$ cat src/rtl/vec_cfg_pkg.sv
// Shared vector-configuration definitions: FSM states, vtype field encodings
// and the OP-V / OPCFG decode constants.
package vec_cfg_pkg;

    typedef enum logic [2:0] {
        IDLE,
        CALC,
        WRITE,
        WAIT,
        RESP
    } vset_state_e;

    typedef enum logic [2:0] {
        LMUL_1    = 3'b000,
        LMUL_2    = 3'b001,
        LMUL_4    = 3'b010,
        LMUL_8    = 3'b011,
        LMUL_RSVD = 3'b100,
        LMUL_F8   = 3'b101,
        LMUL_F4   = 3'b110,
        LMUL_F2   = 3'b111
    } vlmul_e;

    typedef enum logic [2:0] {
        SEW_8  = 3'b000,
        SEW_16 = 3'b001,
        SEW_32 = 3'b010,
        SEW_64 = 3'b011
    } vew_e;

    localparam logic [6:0] OPC_VECTOR = 7'h57;
    localparam logic [2:0] F3_OPCFG   = 3'b111;

    localparam int unsigned VTYPE_VLMUL_LSB = 0;
    localparam int unsigned VTYPE_VSEW_LSB  = 3;
    localparam int unsigned VTYPE_VTA_BIT   = 6;
    localparam int unsigned VTYPE_VMA_BIT   = 7;
    localparam int unsigned VTYPE_W         = 8;

endpackage

$ cat src/rtl/vec_vlmax_calc.sv
// Combinational vtype checker: flags illegal vtype encodings and computes
// VLMAX = VLEN * LMUL / SEW for integral LMUL only.
module vec_vlmax_calc
    import vec_cfg_pkg::*;
#(
    parameter int unsigned XLEN    = 32,
    parameter int unsigned VLEN    = 512,
    parameter int unsigned VLMAX_W = $clog2(VLEN + 1)
) (
    input  logic [XLEN-1:0]    vtype,
    output logic [VLMAX_W-1:0] vlmax,
    output logic               vill
);

    vlmul_e lmul;
    vew_e   sew;
    logic   unused_policy_bits;

    // vta/vma do not affect VLMAX or legality
    assign unused_policy_bits = vtype[VTYPE_VTA_BIT] ^ vtype[VTYPE_VMA_BIT];

    always_comb begin
        lmul = vlmul_e'(vtype[VTYPE_VLMUL_LSB +: 3]);
        sew  = vew_e'(vtype[VTYPE_VSEW_LSB +: 3]);
        vill = (|vtype[XLEN-1:VTYPE_W])
            || !(lmul inside {LMUL_1, LMUL_2, LMUL_4, LMUL_8})
            || !(sew inside {SEW_8, SEW_16, SEW_32, SEW_64});
        // VLEN/8 elements at e8,m1; each SEW step halves, each LMUL step doubles
        vlmax = VLMAX_W'(((32'(VLEN) >> 3) >> vtype[VTYPE_VSEW_LSB +: 2])
                         << vtype[VTYPE_VLMUL_LSB +: 2]);
        if (vill) begin
            vlmax = '0;
        end
    end

endmodule

$ cat src/rtl/vec_vsetvl_ctrl.sv
// Sequences vsetvli/vsetivli/vsetvl: decode, vtype check, vl selection,
// one-cycle CSR write strobe, csr_done wait with timeout, rd response.
module vec_vsetvl_ctrl
    import vec_cfg_pkg::*;
#(
    parameter int unsigned XLEN         = 32,
    parameter int unsigned VLEN         = 512,
    parameter int unsigned DONE_TIMEOUT = 15
) (
    input  logic            clk,
    input  logic            rst,
    input  logic            req_valid,
    output logic            req_ready,
    input  logic [XLEN-1:0] req_inst,
    input  logic [XLEN-1:0] req_rs1_val,
    input  logic [XLEN-1:0] req_rs2_val,
    input  logic [XLEN-1:0] cur_vl,
    output logic            csrwr_en,
    output logic [XLEN-1:0] csr_vtype,
    output logic [XLEN-1:0] csr_vl,
    output logic            vstart_clr,
    input  logic            csr_done,
    output logic            resp_valid,
    input  logic            resp_ready,
    output logic [XLEN-1:0] resp_rd_val,
    output logic            resp_vill,
    output logic            resp_illegal,
    output logic            resp_timeout
);

    localparam int unsigned VLMAX_W = $clog2(VLEN + 1);
    localparam int unsigned CNT_W   = $clog2(DONE_TIMEOUT + 1);

    vset_state_e     state;
    logic [XLEN-1:0] inst_q;
    logic [XLEN-1:0] rs1_q;
    logic [XLEN-1:0] rs2_q;
    logic [CNT_W-1:0] cnt;
    logic [CNT_W-1:0] cnt_next;

    logic            opc_ok;
    logic            is_vli;
    logic            is_vili;
    logic            is_vl;
    logic [4:0]      rd_idx;
    logic [4:0]      rs1_idx;
    logic [XLEN-1:0] vtype_sel;
    logic [XLEN-1:0] vlmax_x;
    logic [XLEN-1:0] vl_calc;
    logic            vl_vill;
    logic [VLMAX_W-1:0] vlmax;
    logic            calc_vill;

    vec_vlmax_calc #(
        .XLEN   (XLEN),
        .VLEN   (VLEN),
        .VLMAX_W(VLMAX_W)
    ) u_vlmax (
        .vtype(vtype_sel),
        .vlmax(vlmax),
        .vill (calc_vill)
    );

    always_comb begin
        opc_ok  = (inst_q[6:0] == OPC_VECTOR) && (inst_q[14:12] == F3_OPCFG);
        is_vli  = opc_ok && !inst_q[31];
        is_vili = opc_ok && (inst_q[31:30] == 2'b11);
        is_vl   = opc_ok && (inst_q[31:25] == 7'b1000000);
        rd_idx  = inst_q[11:7];
        rs1_idx = inst_q[19:15];

        if (is_vli) begin
            vtype_sel = XLEN'(inst_q[30:20]);
        end else if (is_vili) begin
            vtype_sel = XLEN'(inst_q[29:20]);
        end else begin
            vtype_sel = rs2_q;
        end

        vlmax_x = XLEN'(vlmax);
        vl_vill = 1'b0;
        // full-width unsigned compare so large AVLs never alias after truncation
        if (is_vili) begin
            vl_calc = (XLEN'(rs1_idx) < vlmax_x) ? XLEN'(rs1_idx) : vlmax_x;
        end else if (rs1_idx != 5'd0) begin
            vl_calc = (rs1_q < vlmax_x) ? rs1_q : vlmax_x;
        end else if (rd_idx != 5'd0) begin
            vl_calc = vlmax_x;
        end else begin
            vl_calc = cur_vl;
            vl_vill = (cur_vl > vlmax_x);
        end
    end

    assign cnt_next = cnt + CNT_W'(1);

    always_ff @(posedge clk or posedge rst) begin
        if (rst) begin
            state        <= IDLE;
            inst_q       <= '0;
            rs1_q        <= '0;
            rs2_q        <= '0;
            cnt          <= '0;
            req_ready    <= 1'b1;
            csrwr_en     <= 1'b0;
            vstart_clr   <= 1'b0;
            csr_vtype    <= '0;
            csr_vl       <= '0;
            resp_valid   <= 1'b0;
            resp_rd_val  <= '0;
            resp_vill    <= 1'b0;
            resp_illegal <= 1'b0;
            resp_timeout <= 1'b0;
        end else begin
            case (state)
                IDLE: begin
                    if (req_valid) begin
                        inst_q    <= req_inst;
                        rs1_q     <= req_rs1_val;
                        rs2_q     <= req_rs2_val;
                        req_ready <= 1'b0;
                        state     <= CALC;
                    end
                end
                CALC: begin
                    cnt <= '0;
                    if (!(is_vli || is_vili || is_vl)) begin
                        resp_valid   <= 1'b1;
                        resp_illegal <= 1'b1;
                        resp_rd_val  <= '0;
                        state        <= RESP;
                    end else if (calc_vill || vl_vill) begin
                        resp_valid  <= 1'b1;
                        resp_vill   <= 1'b1;
                        resp_rd_val <= '0;
                        state       <= RESP;
                    end else begin
                        csrwr_en   <= 1'b1;
                        vstart_clr <= 1'b1;
                        csr_vtype  <= XLEN'(vtype_sel[VTYPE_W-1:0]);
                        csr_vl     <= vl_calc;
                        state      <= WRITE;
                    end
                end
                WRITE: begin
                    csrwr_en   <= 1'b0;
                    vstart_clr <= 1'b0;
                    state      <= WAIT;
                end
                WAIT: begin
                    // a late csr_done in the final cycle still counts as success
                    if (csr_done) begin
                        resp_valid  <= 1'b1;
                        resp_rd_val <= csr_vl;
                        state       <= RESP;
                    end else if (cnt_next == CNT_W'(DONE_TIMEOUT)) begin
                        cnt          <= cnt_next;
                        resp_valid   <= 1'b1;
                        resp_timeout <= 1'b1;
                        resp_rd_val  <= '0;
                        state        <= RESP;
                    end else begin
                        cnt <= cnt_next;
                    end
                end
                RESP: begin
                    if (resp_ready) begin
                        resp_valid   <= 1'b0;
                        resp_rd_val  <= '0;
                        resp_vill    <= 1'b0;
                        resp_illegal <= 1'b0;
                        resp_timeout <= 1'b0;
                        req_ready    <= 1'b1;
                        state        <= IDLE;
                    end
                end
                default: begin
                    state <= IDLE;
                end
            endcase
        end
    end

endmodule

$ cat config.mk
export PLATFORM = sky130hd
export DESIGN_NAME = vec_vsetvl_ctrl
export DESIGN_NICKNAME = d
export VERILOG_FILES = /design/src/rtl/vec_cfg_pkg.sv /design/src/rtl/vec_vlmax_calc.sv /design/src/rtl/vec_vsetvl_ctrl.sv
export SDC_FILE = /design/constraint.sdc
export NUM_CORES = 1
export LEC_CHECK = 0
export ABC_CLOCK_PERIOD_IN_PS = 11400
export BUFFER_PORTS_ARGS = -buffer_cell sky130_fd_sc_hd__buf_2
export CELL_PAD_IN_SITES_DETAIL_PLACEMENT = 1
export CELL_PAD_IN_SITES_GLOBAL_PLACEMENT = 2
export CORE_ASPECT_RATIO = 1.4
export CORE_MARGIN = 1.5
export CORE_UTILIZATION = 35
export CTS_CLUSTER_DIAMETER = 50
export DETAILED_ROUTE_END_ITERATION = 7
export GPL_ROUTABILITY_DRIVEN = 0
export PLACE_DENSITY_LB_ADDON = 0.3
export SYNTH_ARGS = -nofsm -noshare
export SYNTH_HDL_FRONTEND = slang
export SYNTH_HIERARCHICAL = 1
export SYNTH_SLANG_ARGS = --single-unit
$ cat constraint.sdc
create_clock -name clk -period 11.4 [get_ports clk]
set_clock_uncertainty 0.1 [all_clocks]
set_input_delay 1.71 -clock clk [delete_from_list [all_inputs] [get_ports clk]]
set_output_delay 1.71 -clock clk [all_outputs]
set_load 0.02 [all_outputs]
==> out/results.ini <==
[cells_and_area]
drive_gt1_share_pct = 41.1
n_fill_cell = 2619
design_area_um2 = 10300
area_growth_pct = 22.2
final_cell_mix = buf_2 (211), dfrtp_1 (180), mux2_2 (115), nor2b_1 (49), nor2_1 (36)
nets = 1051
final_common_cell = buf_2

[global_routing]
grt_pass1_wl_um = 34400
grt_max_degree = 111
overflow = 0
antenna_found_initial = 6
grt_usage_pct = 17.6
grt_pass1_vias = 6417

[sta]
worst-slew-pin-transition_ps = 1200
min_period_over_period_pct = 52.7
grt_setup_unrepaired = false
setup_viol = 0
fin_crit_ps = 6010
whs_ps = 387
drv_slew = 0
fin_tns_setup_ps = 0
timing_hold_violations_final = 0
maxSlewHeadroom_pct = 19.8
finalWorstSetupSlack_ps = 5390
fmax_mhz = 166

[power_and_ir_drop]
switchingPower_w = 0.000637
switching_share_pct = 30.0
vdd_ir_drop_max_mv = 0.110
intPower_w = 0.00148
total_power_w = 0.00212
power_frac_comb_pct = 26.2
seqPwrFrac_pct = 44.7
p_leak_nw = 4.88
power.density_nw_per_um2 = 206
power.share.clock_pct = 29.1

[floorplan]
core_um2 = 23800
die_h_um = 187
dieArea_um2 = 25000
boundaryPins = 236
placementRows = 67
die_w_um = 134
initial_utilization_pct = 35.4

[critical_path]
worst-endpoint-arrival_ps = 6280
endpoint_kind = flip-flop
rrSetupSlack_ps = 5390
r2r_start = inst_q[5]
critPathMaxFanout = 32
path_class = reg2reg
rr_endpoint = resp_rd_val[24]
r2r_cells = 15
crit_path_start_kind = flip-flop
worstPathRequired_ps = 11670

[drt]
drc_errors = 0
vias = 6000
drt-pass1-iter-count = 4
drtAntennaViolNets = 0
routed_via_density = 4.93
wl_um = 21400
wire_per_inst_um = 17.5
drt_iter0_markers = 202

[cts]
cts_tree = done
hold_buffers = 0
root_buffer = clkbuf_16
post_cts_resized = 0
cts_setup_buffers = 0
cts_max_level = 4
clockBufferDepth = 2
cts_sinks = 181
numCtsBuffers = 17
clk_latency_ps = 440
clkTransAtPathRegs_ps = 70

[synthesis]
synth_edf_count = 0
synth_area_leader_cell = dfrtp_1
synth_top_area_share_pct = 53.5
synth_seq_area_share_pct = 53.8
syn_avg_cell_area_um2 = 12.2
async_reset_ff_share_pct = 100
synth-main-ff-cell = dfrtp_1
ys_seq_elements = 181
synthTopCellsByArea = dfrtp_1 (53%), mux2_2 (15%), ha_1 (3.7%), nor2b_1 (3.6%), a22o_1 (3.4%)
syn_inst = 692
synth_area_um2 = 8420
yosysWarnings = 6
synth_cell_types = 56

[placement]
dp_hpwl_um = 16000
place_area_um2 = 9670
place_ws_ps = 5410
io_buffers = 211

[worst_hold_path]
hp-start = csr_vtype[0]
hold_path_end = csr_vtype[0]
min_path_type = reg2reg
min_path_cells = 1

[job]
maxCapViolCount = 0

[run_status]
status = completed

==> worst max path at each step <==
| stage | endpoint | cells after the start | startpoint | slack, ps |
|---|---|---|---|---|
| after global placement | resp_rd_val[25] | 15 | inst_q[5] | 5600 |
| after global routing | resp_rd_val[24] | 15 | inst_q[5] | 4870 |
| final | resp_rd_val[24] | 15 | inst_q[5] | 5390 |
| after CTS | resp_rd_val[24] | 15 | inst_q[5] | 5390 |
| after floorplan | cnt[0] | 1 | rst | 4680 |
| after detailed placement | resp_rd_val[29] | 15 | inst_q[5] | 5410 |
==> kinds of logic (layout without fill, tap and decap cells) <==
family | count (synthesis) | count (layout) | synth area share, %
simple gates | 178 | 178 | 11.6
fa+ha+maj | 25 | 25 | 3.71
buf+inv | 83 | 272 | 5.45
mux | 124 | 124 | 16.5
compound gates | 96 | 96 | 8.54
xor+xnor | 3 | 3 | 0.312
other cells | 2 | 29 | 0.0892
flops | 181 | 181 | 53.8
==> worst max-delay path, stage by stage (launching register included) <==
cell	delay, ps
dfrtp_1	370
nand2b_1	200
nor4_2	300
buf_4	370
mux2_2	370
nor4_1	320
nand4_1	370
a211oi_1	660
inv_1	140
ha_1	320
a21boi_0	140
a2111oi_0	530
a311o_1	310
a221o_1	210
and2_1	940
a22o_1	250
==> per-stage QoR <==
step	std cells	util, %
after global placement	1184	40.6
after CTS	1216	43.2
final	1218	43.2
after detailed placement	1184	40.6
after global routing	1217	43.2
after floorplan	717	-
==> metal layers <==
| layer | share of wire [%] | track usage [%] |
|---|---|---|
| met1 | 41 | 20.8 |
| met2 | 52 | 30.9 |
| met3 | 5.3 | 4.59 |
| met4 | 1.6 | 6.12 |
| met5 | 0.15 | 0 |
==> power groups by stage <==
stage | registers (W) | logic [W] | clock network [W]
3_3_place_gp | 0.000961 | 0.000543 | 0
6_report | 0.000949 | 0.000555 | 0.000616
5_1_grt | 0.000976 | 0.000617 | 0.000659
2_1_floorplan | 0.000916 | 0.000469 | 0
4_1_cts | 0.000952 | 0.000565 | 0.000638
3_5_place_dp | 0.000965 | 0.000561 | 0
==> cell usage after synthesis (10+ instances only) <==
| cell | count |
|---|---|
| o221ai_1 | 10 |
| clkbuf_1 | 24 |
| inv_1 | 22 |
| mux2_2 | 115 |
| ha_1 | 25 |
| nor4_1 | 19 |
| a21oi_1 | 10 |
| nand2_1 | 25 |
| nor3_1 | 14 |
| nor2b_1 | 49 |
| a22o_1 | 33 |
| o21ai_0 | 15 |
| dfrtp_1 | 180 |
| buf_4 | 29 |
| nor2_1 | 36 |
==> layout make-up <==
| class | instances | area [um2] | share of cell area (%) |
|---|---|---|---|
| clock buffers | 20 | 447 | 4.34 |
| diodes | 2 | 5.00 | 0.0486 |
| inverters | 22 | 90.1 | 0.875 |
| flip-flops and latches | 181 | 4530 | 44.0 |
| well taps | 310 | 388 | 3.77 |
| repair buffers | 218 | 1110 | 10.8 |
| multi-input cells | 453 | 3550 | 34.5 |
| clock inverters | 12 | 169 | 1.64 |
==> registers in the layout (all words and copies together) (netlist names) <==
name / count
resp_rd_val: 32
vstart_clr: 1
req_ready: 1
cnt: 4
resp_illegal: 1
resp_vill: 1
state: 3
csr_vl: 32
inst_q: 32
resp_valid: 1
resp_timeout: 1
rs2_q: 32
rs1_q: 32
csr_vtype: 8
No activity file was read; power rests on OpenSTA's default activity.
